`src/rtl/clusterv_main_sram_arb.sv`:
```
// -----------------------------------------------------------------------------
// clusterv_main_sram_arb
//
// Connects N_REQ requesters to N_BANKS single-cycle main-SRAM banks. Each bank
// has its own round-robin arbiter, so requesters that address different banks
// are all granted in the same cycle. Grants are combinational. Read data comes
// back one cycle after acceptance on the requester's own response lane.
//
// Ports (per-requester and per-bank buses are packed, index i at [W*i +: W]):
//   clock            sole clock, rising edge
//   reset            synchronous, active-low
//   req_valid        per-requester request pending
//   req_ready        per-requester grant this cycle (combinational)
//   req_addr         word address; the top BS_W bits select the bank
//   req_we           1 = write, 0 = read
//   req_byte_en      write byte lanes
//   req_write_data   write data
//   rsp_valid        read data valid, one cycle after a read is accepted
//   rsp_read_data    read data, zero when rsp_valid is low
//   bank_addr        per-bank word address
//   bank_read_en     per-bank read strobe
//   bank_write_en    per-bank write strobe
//   bank_byte_en     per-bank byte enables (all ones on reads)
//   bank_write_data  per-bank write data
//   bank_read_data   per-bank read data, valid one cycle after bank_read_en
// -----------------------------------------------------------------------------
module clusterv_main_sram_arb #(
    parameter int N_REQ          = 2,
    parameter int N_BANKS        = 4,
    parameter int BANK_ADR_WIDTH = 10,
    parameter int DAT_WIDTH      = 32,
    localparam int BS_W          = $clog2(N_BANKS),
    localparam int A_W           = BANK_ADR_WIDTH + BS_W,
    localparam int BE_W          = DAT_WIDTH / 8
) (
    input  logic                          clock,
    input  logic                          reset,
    input  logic [N_REQ-1:0]              req_valid,
    output logic [N_REQ-1:0]              req_ready,
    input  logic [N_REQ*A_W-1:0]          req_addr,
    input  logic [N_REQ-1:0]              req_we,
    input  logic [N_REQ*BE_W-1:0]         req_byte_en,
    input  logic [N_REQ*DAT_WIDTH-1:0]    req_write_data,
    output logic [N_REQ-1:0]              rsp_valid,
    output logic [N_REQ*DAT_WIDTH-1:0]    rsp_read_data,
    output logic [N_BANKS*BANK_ADR_WIDTH-1:0] bank_addr,
    output logic [N_BANKS-1:0]            bank_read_en,
    output logic [N_BANKS-1:0]            bank_write_en,
    output logic [N_BANKS*BE_W-1:0]       bank_byte_en,
    output logic [N_BANKS*DAT_WIDTH-1:0]  bank_write_data,
    input  logic [N_BANKS*DAT_WIDTH-1:0]  bank_read_data
);

    localparam int RR_W = (N_REQ > 1) ? $clog2(N_REQ) : 1;

    // Round-robin pointer per bank: the requester searched first next cycle.
    logic [RR_W-1:0] rr_ptr      [N_BANKS];
    logic [RR_W-1:0] bank_winner [N_BANKS];
    logic [N_BANKS-1:0] bank_grant;

    // Read tracking: which requesters have a read in flight and from where.
    logic [N_REQ-1:0] rd_accept;
    logic [BS_W-1:0]  acc_bank [N_REQ];
    logic [N_REQ-1:0] rd_pend;
    logic [BS_W-1:0]  rd_bank  [N_REQ];

    // Per-bank arbitration and bank-port muxing. A requester targets exactly
    // one bank, so it can never win more than one grant per cycle.
    always_comb begin : arbitrate
        int              idx;
        logic [BS_W-1:0] sel;
        // NOTE: every signal written here gets a default before any branch,
        // so no path leaves a value held and no latch is inferred.
        idx             = 0;
        sel             = '0;
        req_ready       = '0;
        bank_grant      = '0;
        rd_accept       = '0;
        bank_addr       = '0;
        bank_read_en    = '0;
        bank_write_en   = '0;
        bank_byte_en    = '0;
        bank_write_data = '0;
        for (int b = 0; b < N_BANKS; b++) bank_winner[b] = '0;
        for (int i = 0; i < N_REQ; i++)   acc_bank[i]    = '0;

        // Grants and strobes are suppressed while reset is held.
        if (reset) begin
            for (int b = 0; b < N_BANKS; b++) begin
                for (int j = 0; j < N_REQ; j++) begin
                    idx = (int'(rr_ptr[b]) + j) % N_REQ;
                    sel = req_addr[A_W*idx + A_W-1 -: BS_W];
                    if (!bank_grant[b] && req_valid[idx] && sel == BS_W'(b)) begin
                        bank_grant[b]  = 1'b1;
                        bank_winner[b] = RR_W'(idx);
                    end
                end
                if (bank_grant[b]) begin
                    idx            = int'(bank_winner[b]);
                    req_ready[idx] = 1'b1;
                    bank_addr[BANK_ADR_WIDTH*b +: BANK_ADR_WIDTH] =
                        req_addr[A_W*idx +: BANK_ADR_WIDTH];
                    bank_write_en[b] = req_we[idx];
                    bank_read_en[b]  = ~req_we[idx];
                    bank_byte_en[BE_W*b +: BE_W] =
                        req_we[idx] ? req_byte_en[BE_W*idx +: BE_W] : {BE_W{1'b1}};
                    bank_write_data[DAT_WIDTH*b +: DAT_WIDTH] =
                        req_write_data[DAT_WIDTH*idx +: DAT_WIDTH];
                    rd_accept[idx] = ~req_we[idx];
                    acc_bank[idx]  = BS_W'(b);
                end
            end
        end
    end

    // NOTE: state registers use non-blocking assignments so every flop samples
    // the pre-edge values regardless of statement order.
    always_ff @(posedge clock) begin
        if (!reset) begin
            for (int b = 0; b < N_BANKS; b++) rr_ptr[b] <= '0;
            rd_pend <= '0;
            for (int i = 0; i < N_REQ; i++) rd_bank[i] <= '0;
        end else begin
            for (int b = 0; b < N_BANKS; b++) begin
                if (bank_grant[b]) begin
                    rr_ptr[b] <= (bank_winner[b] == RR_W'(N_REQ-1)) ? '0
                                 : bank_winner[b] + RR_W'(1);
                end
            end
            rd_pend <= rd_accept;
            for (int i = 0; i < N_REQ; i++) begin
                if (rd_accept[i]) rd_bank[i] <= acc_bank[i];
            end
        end
    end

    // Response lanes. rsp_valid is masked by reset so a read accepted just
    // before reset asserts never reports data; the pending flag clears on the
    // reset edge that follows.
    always_comb begin : respond
        rsp_valid     = rd_pend & {N_REQ{reset}};
        rsp_read_data = '0;
        for (int i = 0; i < N_REQ; i++) begin
            if (rsp_valid[i]) begin
                rsp_read_data[DAT_WIDTH*i +: DAT_WIDTH] =
                    bank_read_data[DAT_WIDTH*int'(rd_bank[i]) +: DAT_WIDTH];
            end
        end
    end

endmodule

```
`config.mk`:
```
export PLATFORM = sky130hd
export DESIGN_NAME = clusterv_main_sram_arb
export DESIGN_NICKNAME = d
export VERILOG_FILES = /design/src/rtl/clusterv_main_sram_arb.sv
export SDC_FILE = /design/constraint.sdc
export NUM_CORES = 1
export LEC_CHECK = 0
export CORE_AREA = 4 4 189 191
export DETAILED_ROUTE_END_ITERATION = 8
export DIE_AREA = 0 0 193 195
export PLACE_DENSITY = 0.53
export SETUP_SLACK_MARGIN = 0.2
export SLEW_MARGIN = 20
export SYNTH_ARGS = -nofsm -noshare
export SYNTH_HDL_FRONTEND = slang
export SYNTH_SLANG_ARGS = --single-unit
```
`constraint.sdc`:
```
create_clock -name clock -period 1.69 [get_ports clock]
set_input_delay 0.2535 -clock clock [delete_from_list [all_inputs] [get_ports clock]]
set_output_delay 0.2535 -clock clock [all_outputs]
set_load 0.005 [all_outputs]
```
==> results of run 1 <==
## metrics by stage
stage	worst slack, ns	hold slack [ns]	power [mW]
3_3_place_gp	-1.12	0.539	2.87
6_report	-0.555	0.374	4.56
3_5_place_dp	-1.13	0.558	2.88
4_1_cts	-0.565	0.364	4.27
5_1_grt	-0.592	0.412	4.76
2_1_floorplan	0.0426	0.452	1.32
## cell families (layout without fill, tap and decap cells)
group	after synthesis	count (layout)	share of synthesized area, %
simple gates	326	326	33.2
compound gates	212	212	27.2
buf+inv	86	887	6.72
mux	72	72	28.3
flops	10	10	4.65
## final timing paths
check	startpoint	end	depth (start not counted)	slack, ns
worst min-delay path	req_addr[10]	rr_ptr[0]$_DFF_P_	4	0.37
worst min register to register	rr_ptr[1]$_DFF_P_	rr_ptr[1]$_DFF_P_	2	0.59
worst max register to register	rr_ptr[2]$_DFF_P_	rd_bank[0][2]$_SDFFCE_PN0P_	8	-0.26
worst max-delay path	req_addr[11]	bank_byte_en[3]	9	-0.56
## layout by cell type (no fill, tap or decap), types with 33 or more instances in the layout
cell type and count:
a21oi_2 49, a22oi_2 123, buf_12 87, buf_2 237
buf_4 85, buf_6 184, clkdlybuf4s50_1 221, mux4_2 64
nand2_1 33, nor2b_1 146, nor2b_4 53
## power by group through the flow
stage | registers, mW | clock network, mW | logic [mW]
finish | 0.286 | 0.491 | 3.78
floorplan | 0.285 | 0 | 1.04
global route | 0.287 | 0.518 | 3.96
CTS | 0.286 | 0.506 | 3.48
global placement | 0.287 | 0 | 2.58
detailed placement | 0.288 | 0 | 2.59
## critical path, cell delays in order
cell and delay [ns]:
buf_8 0.10, or3b_4 0.40, o21a_4 0.27, buf_12 0.14
buf_6 0.11, mux2_4 0.32, buf_6 0.14, a21oi_2 0.12
buf_2 0.12
## layer usage
metal / up-vias / routed length (µm)
met1: 4632 / 17000
li1: 4249 / -
met2: 475 / 24600
met5: - / 0
met4: 0 / 1990
met3: 96 / 3840
## repair_timing
action,in CTS,in global routing
endpoints found under the hold margin,0,0
setup buffers,181,40
pin swaps,128,58
endpoints found under the setup margin,271,269
gates cloned,32,5
gates resized for setup,1492,202
## registers in the layout, summed over array words and instances (netlist names)
register	flops
rd_pend	2
rr_ptr	4
rd_bank	4
## cell type report
type	count	area, µm²
repair buffers	877	9170
inverters	6	22.5
clock buffers	4	88.8
fillers	3116	17500
well taps	455	569
flip-flops and latches	10	251
multi-input cells	610	6560
==> flow_summary_export.csv, run 1 <==
group,metric,value,unit
logic_synthesis,yosysTopAreaCell,"mux4_2",
pwr,p_switching,1.63,mW
die,start_util,15.8,%
logic_synthesis,synth.net_count,936,
timing,maxSlewHeadroom,72.2,%
layout,diodes,0,
logic_synthesis,synth_common_cells,"nor2b_1, a22oi_1, nand2_1, mux4_2, a21oi_1",
global_route,antenna_found_initial,0,
layout,synthToLayoutAreaGrowth,209,%
clock_tree,insertion_delay,0.24,ns
timing,worst_pin_slew,0.417,ns
clock_tree,clk_pin_slew,0.04,ns
setup_path,critPathKind,"in -> out",
setup_path,start_kind,"primary input",
global_route,grt_start_max_net_pins,27,
timing,drv_slew,0,
timing,skew,0.00146,ns
clock_tree,tritoncts,"yes",
die,die_y,195,µm
setup_path,crit_path_max_fanout,5,
die,row_count,68,
clock_tree,cts_hold_buf,0,
placed_design,io_buffers,489,
global_route,grt_first_pass_wirelength,65000,µm
hold_path,hp-class,"in -> reg",
setup_path,endpoint_kind,"primary output",
logic_synthesis,async_reset_ff_share,0,%
routing,drt_first_pass_iters,6,
logic_synthesis,synth_top_area_share,26.8,%
pwr,pwr-share-clk,10.8,%
die,dieArea,37600,µm²
logic_synthesis,yosysUniqueCellTypes,34,
logic_synthesis,yosysMostFrequentCell,"nor2b_1",
routing,drt_iter0_drc,291,
layout,postLayoutCoreUtil,48.8,%
global_route,grt_util_met2,43.2,%
clock_tree,root_buffer,"clkbuf_16",
global_route,grt_util_all_layers,22.9,%
routing,drt-total-wl,47400,µm
pwr,p_sw_share,35.9,%
clock_tree,cts_made_buffers,3,
pwr,leakage,6.99,nW
logic_synthesis,yosys_warnings,0,
job,drv_cap,0,
routing,route.vias.total,9452,
global_route,grt_pass1_vias,10100,
logic_synthesis,synth_edf_count,5,
placed_design,hpwlAfterDp,29400,µm
clock_tree,cts.htree.levels,1,
logic_synthesis,synth_area_leaders,"mux4_2, nor2b_1, a22oi_1",
die,fp.coreArea,34100,µm²
pwr,power_density,273,nW/µm²
global_route,grt_use_met3,5.43,%
clock_tree,clkSinkCount,10,
routing,ant_nets,0,
pwr,power.internal,2.92,mW
placed_design,placed_cells,1700,
pwr,ir_drop,0.260,mV
logic_synthesis,ys_dominant_reg_cell,"edfxtp_1",
logic_synthesis,synth_seq_cells,10,
logic_synthesis,synth_area_per_cell,7.63,µm²
pwr,seqPwrFrac,6.3,%
die,io_pins,490,
timing,rsz0062_at_grt,"yes",
timing,fmax,445,MHz
timing,period_minus_slack,2.25,ns
setup_path,crit_required,1.44,ns
status,violations,"setup timing",
timing,fin_crit_sh,133,%
global_route,grt_busiest_layer,"met2",
status,status,"finished, violations left",
layout,finalNonFillerCells,1962,
layout,fin_area,16700,µm²
routing,drc,0,
timing,setup_ws,-0.555,ns
logic_synthesis,ys_seq_area_share,4.65,%
timing,setup_viol,267,
die,fp.dieW,193,µm
logic_synthesis,netlist_area,5380,µm²
placed_design,dpl-instance-area,12300,µm²
layout,layout.nets,1738,
global_route,use_met1,24.7,%
timing,hold_viol,0,
logic_synthesis,syn_inst,706,
pwr,combPwrFrac,82.9,%
global_route,grt-ovfl-total,0,
layout,drive_above_1_share,70.1,%
clock_tree,cts_buffer_depth,2,
routing,wl_per_cell,24.2,µm
routing,via_per_inst,4.82,
placed_design,place.gp.congestion,0.864,
timing,fin_tns_setup,-100.98,ns
setup_path,crit_arrival,1.99,ns
(Power assumes the default switching activity.)
==> run 2, diff against run 1 <==
--- a/config.mk
+++ b/config.mk
@@ -8,6 +8,7 @@
 export CORE_AREA = 4 4 189 191
 export DETAILED_ROUTE_END_ITERATION = 8
 export DIE_AREA = 0 0 193 195
+export GPL_TIMING_DRIVEN = 1
 export PLACE_DENSITY = 0.53
 export SETUP_SLACK_MARGIN = 0.2
 export SLEW_MARGIN = 20
==> results of run 2 <==
Same layout as run 1: the final DEF is identical, and so are final timing and power.
==> edit 1: new RTL, flow settings as in run 1 <==
Make the reset (`reset`) asynchronous in one clocked block.
--- a/src/rtl/clusterv_main_sram_arb.sv
+++ b/src/rtl/clusterv_main_sram_arb.sv
@@ -116,5 +116,5 @@
     // NOTE: state registers use non-blocking assignments so every flop samples
     // the pre-edge values regardless of statement order.
-    always_ff @(posedge clock) begin
+    always_ff @(posedge clock or negedge reset) begin
         if (!reset) begin
             for (int b = 0; b < N_BANKS; b++) rr_ptr[b] <= '0;
Check against the original RTL: not settled (the Yosys comparison gave no result); the edit may change what the design does.
==> edit 1 against run 1 <==
The run still ends with setup timing left; synthesized area increased by 2.1%; design area shrank 3.3%; sequential power grew 26%; global-route usage shrank 0.25 points; power is 33% higher; cell count rose by 0.10%; critical path depth shrank 3; routed wire length is 1.4% lower; sequential cell count did not move; setup slack gained 0.11 ns.
==> edit 1: results (changes against run 1) <==
status=finished, violations left; violated checks=setup timing; Yosys cell types=39 (+15%); largest net degree at the start of global routing=36 (+33%); Fin Clk Skew=0.004816 ns (+0.003356 ns); Area after DPL=0.01255 sq mm (+2.2%); nets=1739 (+0.058%); R2R depth=9 (+1); Worst Path Arrival=1.88 ns (-0.11 ns); Post-Place Worst Slack=-1.184 ns (-0.05536 ns); global-route wire length before repair=64290 um (-1.0%); Post-synth top flop=dfrtp_1; dpl hpwl=30370 um (+3.3%); Synth top cells by count=199 x nor2b_1, 126 x a22oi_1, 92 x nand2_1; # setup viols final=259 (-3.0%); sequential area share after synthesis=0.04552 (-0.0009626); number of vias per cell=4.789 (-0.59%); R2R setup slack=-0.28 ns (-0.02 ns); Tightest Hold Check Type=primary input to async pin; RR Startpoint=rr_ptr[1]; slack of the critical path=-0.4480 ns (+0.1071 ns); synth top area cells=mux4_2 26%, nor2b_1 23%, a22oi_1 17%; VDD IR max=364.4 uV (+40%); share of layout cells above drive strength 1=0.6804 (-0.02036); Pleak=6.776 nW (-3.1%); post-synth net total=957 (+2.2%); number of global-route vias before repair=9919 (-1.5%); async set or reset register ratio after synthesis=1.000 (+1.000); TNS Setup=-80.64 ns (+20.34 ns); slew margin rel.=0.6009 (-0.1206); GP Congestion=0.8529 (-1.2%); DR iter-0 viols=329 (+13%); gr usage total=0.2260 (-0.002497); Pre-Repair DR Iteration Count=4 (-2); reg-to-reg endpoint=rd_bank[2]
[edit 1: how the worst max path moves through the flow]
stage                             from                  end  slack [ns]  cells after the start
final                       rd_bank[2]     rsp_read_data[1]       -0.45                      6
after global routing      req_addr[11]  bank_write_data[24]       -0.51                     12
after CTS                   rd_bank[2]     rsp_read_data[1]       -0.51                      6
after detailed placement  req_addr[10]         req_ready[1]       -1.18                      7
after global placement    req_valid[0]  bank_write_data[32]       -1.12                     10
after floorplan           req_addr[10]      bank_read_en[0]       -0.05                      7
[edit 1: final cells by class]
| class | instances | area [sq um] |
|---|---|---|
| Fill cell | 3262 | 18010 |
| Sequential cell | 10 | 254.0 |
| Inverter | 4 | 15.01 |
| Clock buffer | 4 | 88.84 |
| Timing Repair Buffer | 865 | 8670 |
| Multi-Input combinational cell | 625 | 6505 |
| Antenna cell | 1 | 2.502 |
| Tap cell | 455 | 569.3 |
[edit 1: kinds of logic (layout without fill, tap and decap cells)]
logic type             after synthesis  count (layout)  share of synthesized area
AND/OR/NAND/NOR                    342             342                     0.3382
AO/OA/AOI/OAI                      214             214                     0.2683
buffers and inverters               92             873                    0.07579
multiplexers                        69              69                     0.2722
flip-flops                          10              10                    0.04552
other                                0               1                          0
[edit 1: worst max-delay path, stage by stage (launching register included)]
cell and delay [ns]:
dfrtp_2 0.44, buf_12 0.15, buf_12 0.11, buf_4 0.11, mux4_2 0.55, nor2b_1 0.16
clkbuf_2 0.12
[edit 1: timing repair]
item,CTS,global route
setup endpoints to repair,266,266
hold buffers,0,0
buffers inserted,122,75
hold endpoints to repair,0,0
pin swaps,63,76
resized for setup,1090,451
gates cloned,31,4
[edit 1: through the flow]
step / std cells / hold WS, ns
finish: 1964 / 0.001135
global route: 1963 / 0.009071
CTS: 1884 / 0.1084
detailed placement: 1727 / 0.3593
global placement: 1727 / 0.3587
floorplan: 727 / -0.04209
[edit 1: metal layers]
| metal | up-vias | part of all wire | global-route usage |
|---|---|---|---|
| met5 | - | 0 | 0 |
| met4 | 0 | 0.033 | 0.07107 |
| met3 | 65 | 0.080 | 0.05023 |
| met2 | 444 | 0.54 | 0.4354 |
| met1 | 4635 | 0.34 | 0.2407 |
| li1 | 4262 | - | - |
[edit 1: report_power, final]
part           internal [mW]  switching (mW)  total (mW)  leakage (nW)
clock                  0.357           0.127       0.485        0.0442
combinational           3.31            1.93        5.23          6.62
sequential             0.291          0.0681       0.359         0.116
total                   3.95            2.12        6.08          6.78
==> edit 2: new RTL, settings of run 1 <==
Without the edit above. Set the parameter `N_REQ` to 1 (it was 2).
--- a/src/rtl/clusterv_main_sram_arb.sv
+++ b/src/rtl/clusterv_main_sram_arb.sv
@@ -26,5 +26,5 @@
 // -----------------------------------------------------------------------------
 module clusterv_main_sram_arb #(
-    parameter int N_REQ          = 2,
+    parameter int N_REQ          = 1,
     parameter int N_BANKS        = 4,
     parameter int BANK_ADR_WIDTH = 10,
Ports: changed (8 resized); port bits go from 490 to 406. The function was not compared with the original's and may differ.
==> edit 2 against run 1 <==
The flow still finishes with violations (setup timing); critical path depth up 3; first-iteration DRC count is 76% lower; design area decreased by 39%; routed wire length fell by 43%; synthesized area shrank 57%; sequential cell count fell by 7; via count decreased by 44%; clock power down 24%; setup slack better by 0.24 ns; non-clock buffer count down 249; power shrank 48%; highest routed layer unchanged; cell count is 27% lower; maximum frequency is 12% higher.
==> edit 2: results (changes against run 1) <==
synth top area cells=mux2i_1 28%, nor2_1 22%, and2_1 13%; Yosys cell types=20 (-41%); IO Port Bufs=405 (-17%); CTS buffer count=3 (unchanged); violated checks=setup timing; Total Wirelength=26860 um (-43%); Fill cells=3549 (+14%); Syn Inst Count=391 (-45%); Synth Area in Compound Gates=0.08932 (-0.1826); Pre-Repair DR Iteration Count=6 (unchanged); mux cell area share after synthesis=0.2789 (-0.003959); crit path max fanout=4 (-1); adder-cell share of the synthesized area=0 (unchanged); VDD IR max=206.5 uV (-20%); xor and xnor fraction of the mapped netlist area=0 (unchanged); Post-synth top flop=edfxtp_1; Post-synth EDFFs=2 (-3); met3 Use GR=0.02717 (-0.02717); crit-path max cell delay=0.22 ns (-0.18 ns); nets=1165 (-33%); slack of the critical path=-0.3135 ns (+0.2415 ns); Synth top cells by count=134 x nor2_1, 64 x mux2i_1, 47 x and2_1; gr usage total=0.1211 (-0.1074); share of layout cells above drive strength 1=0.6392 (-0.06150); status=finished, violations left; placed cells=1263 (-26%); biggest regs=rd_bank: 2 flops, rd_pend: 1 flops; sequential area share after synthesis=0.03486 (-0.01162); M2 GR Usage=0.2382 (-0.1942); global-route wire length before repair=34430 um (-47%); post-synth net total=571 (-39%); number of vias per cell=3.697 (-23%); Area after DPL=0.007211 sq mm (-41%); # setup viols final=158 (-41%); number of global-route vias before repair=5496 (-45%); Sw Ratio=0.3370 (-0.02176); slew margin rel.=0.7179 (-0.003596); DR iter-0 viols=69 (-76%); dpl hpwl=15670 um (-47%); met1 usage in global routing=0.1279 (-0.1187); Pleak=4.694 nW (-33%); Crit-path slowest cell=and4bb_4; non-filler cells, final=1439 (-27%)
## edit 2: cell count changes in the layout (fill, tap and decap cells not counted), moves of 29 or more
| cell | delta |
|---|---|
| o22ai_1 | +29 |
| buf_2 | -80 |
| nand2_4 | -32 |
| and2_4 | +41 |
| nor2b_1 | -144 |
| nor2_4 | +76 |
| mux4_2 | -64 |
| nor2b_4 | -53 |
| a21oi_2 | -49 |
| mux2i_1 | +57 |
| buf_12 | -59 |
| clkdlybuf4s50_1 | -47 |
| a22oi_2 | -123 |
| buf_4 | -57 |
## edit 2: power by group through the flow
stage | registers (mW) | clock network [mW] | logic, mW
floorplan | 0.0864 | 0 | 0.392
CTS | 0.0879 | 0.378 | 1.56
detailed placement | 0.0883 | 0 | 1.21
finish | 0.0881 | 0.371 | 1.92
global route | 0.0882 | 0.384 | 2.02
global placement | 0.0883 | 0 | 1.21
## edit 2: tightest hold or removal path: stages
cell and delay [ns]:
buf_12 0.13, and3b_2 0.24, buf_4 0.12
## edit 2: routing by layer
layer / share of wire / vias to the layer above / wire (um)
met1: 0.36 / 2466 / 9622
met2: 0.53 / 311 / 14240
met3: 0.084 / 41 / 2252
met5: 0 / - / 0
li1: - / 2502 / -
met4: 0.028 / 0 / 746
## edit 2: final timing paths
kind,startpoint,to,slack (ns),depth (start not counted)
hold / removal,reset,rd_pend,0.56,3
setup / recovery,req_valid,bank_write_data[19],-0.31,12
## edit 2: per-stage QoR
| step | TNS, ns | power, mW | setup slack [ns] |
|---|---|---|---|
| 5_1_grt | -23.07 | 2.490 | -0.3219 |
| 3_3_place_gp | -100.19 | 1.296 | -0.5782 |
| 3_5_place_dp | -104.89 | 1.298 | -0.5951 |
| 4_1_cts | -11.46 | 2.024 | -0.3049 |
| 6_report | -15.65 | 2.377 | -0.3135 |
| 2_1_floorplan | 0 | 0.4780 | 0.4577 |
## edit 2: area by class of cell
class	instances	area, sq um	area share
repair buffers	628	6467	0.6385
well taps	455	569.3	0.05620
multi-input cells	348	2930	0.2893
clock buffers	4	78.83	0.007782
inverters	1	3.754	0.0003706
flip-flops and latches	3	80.08	0.007905
## edit 2: cell families (layout without fill, tap and decap cells)
group	after synthesis	after routing
simple gates	251	251
mux	64	64
buf+inv	40	633
compound gates	33	33
flops	3	3
## edit 2: timing repair
action                                  4_1_cts  5_1_grt
pin swaps                                    74      106
buffers inserted                             97       50
endpoints found under the hold margin         0        0
endpoints found under the setup margin      228      226
gates cloned                                 20        5
resized for setup                          1035      395
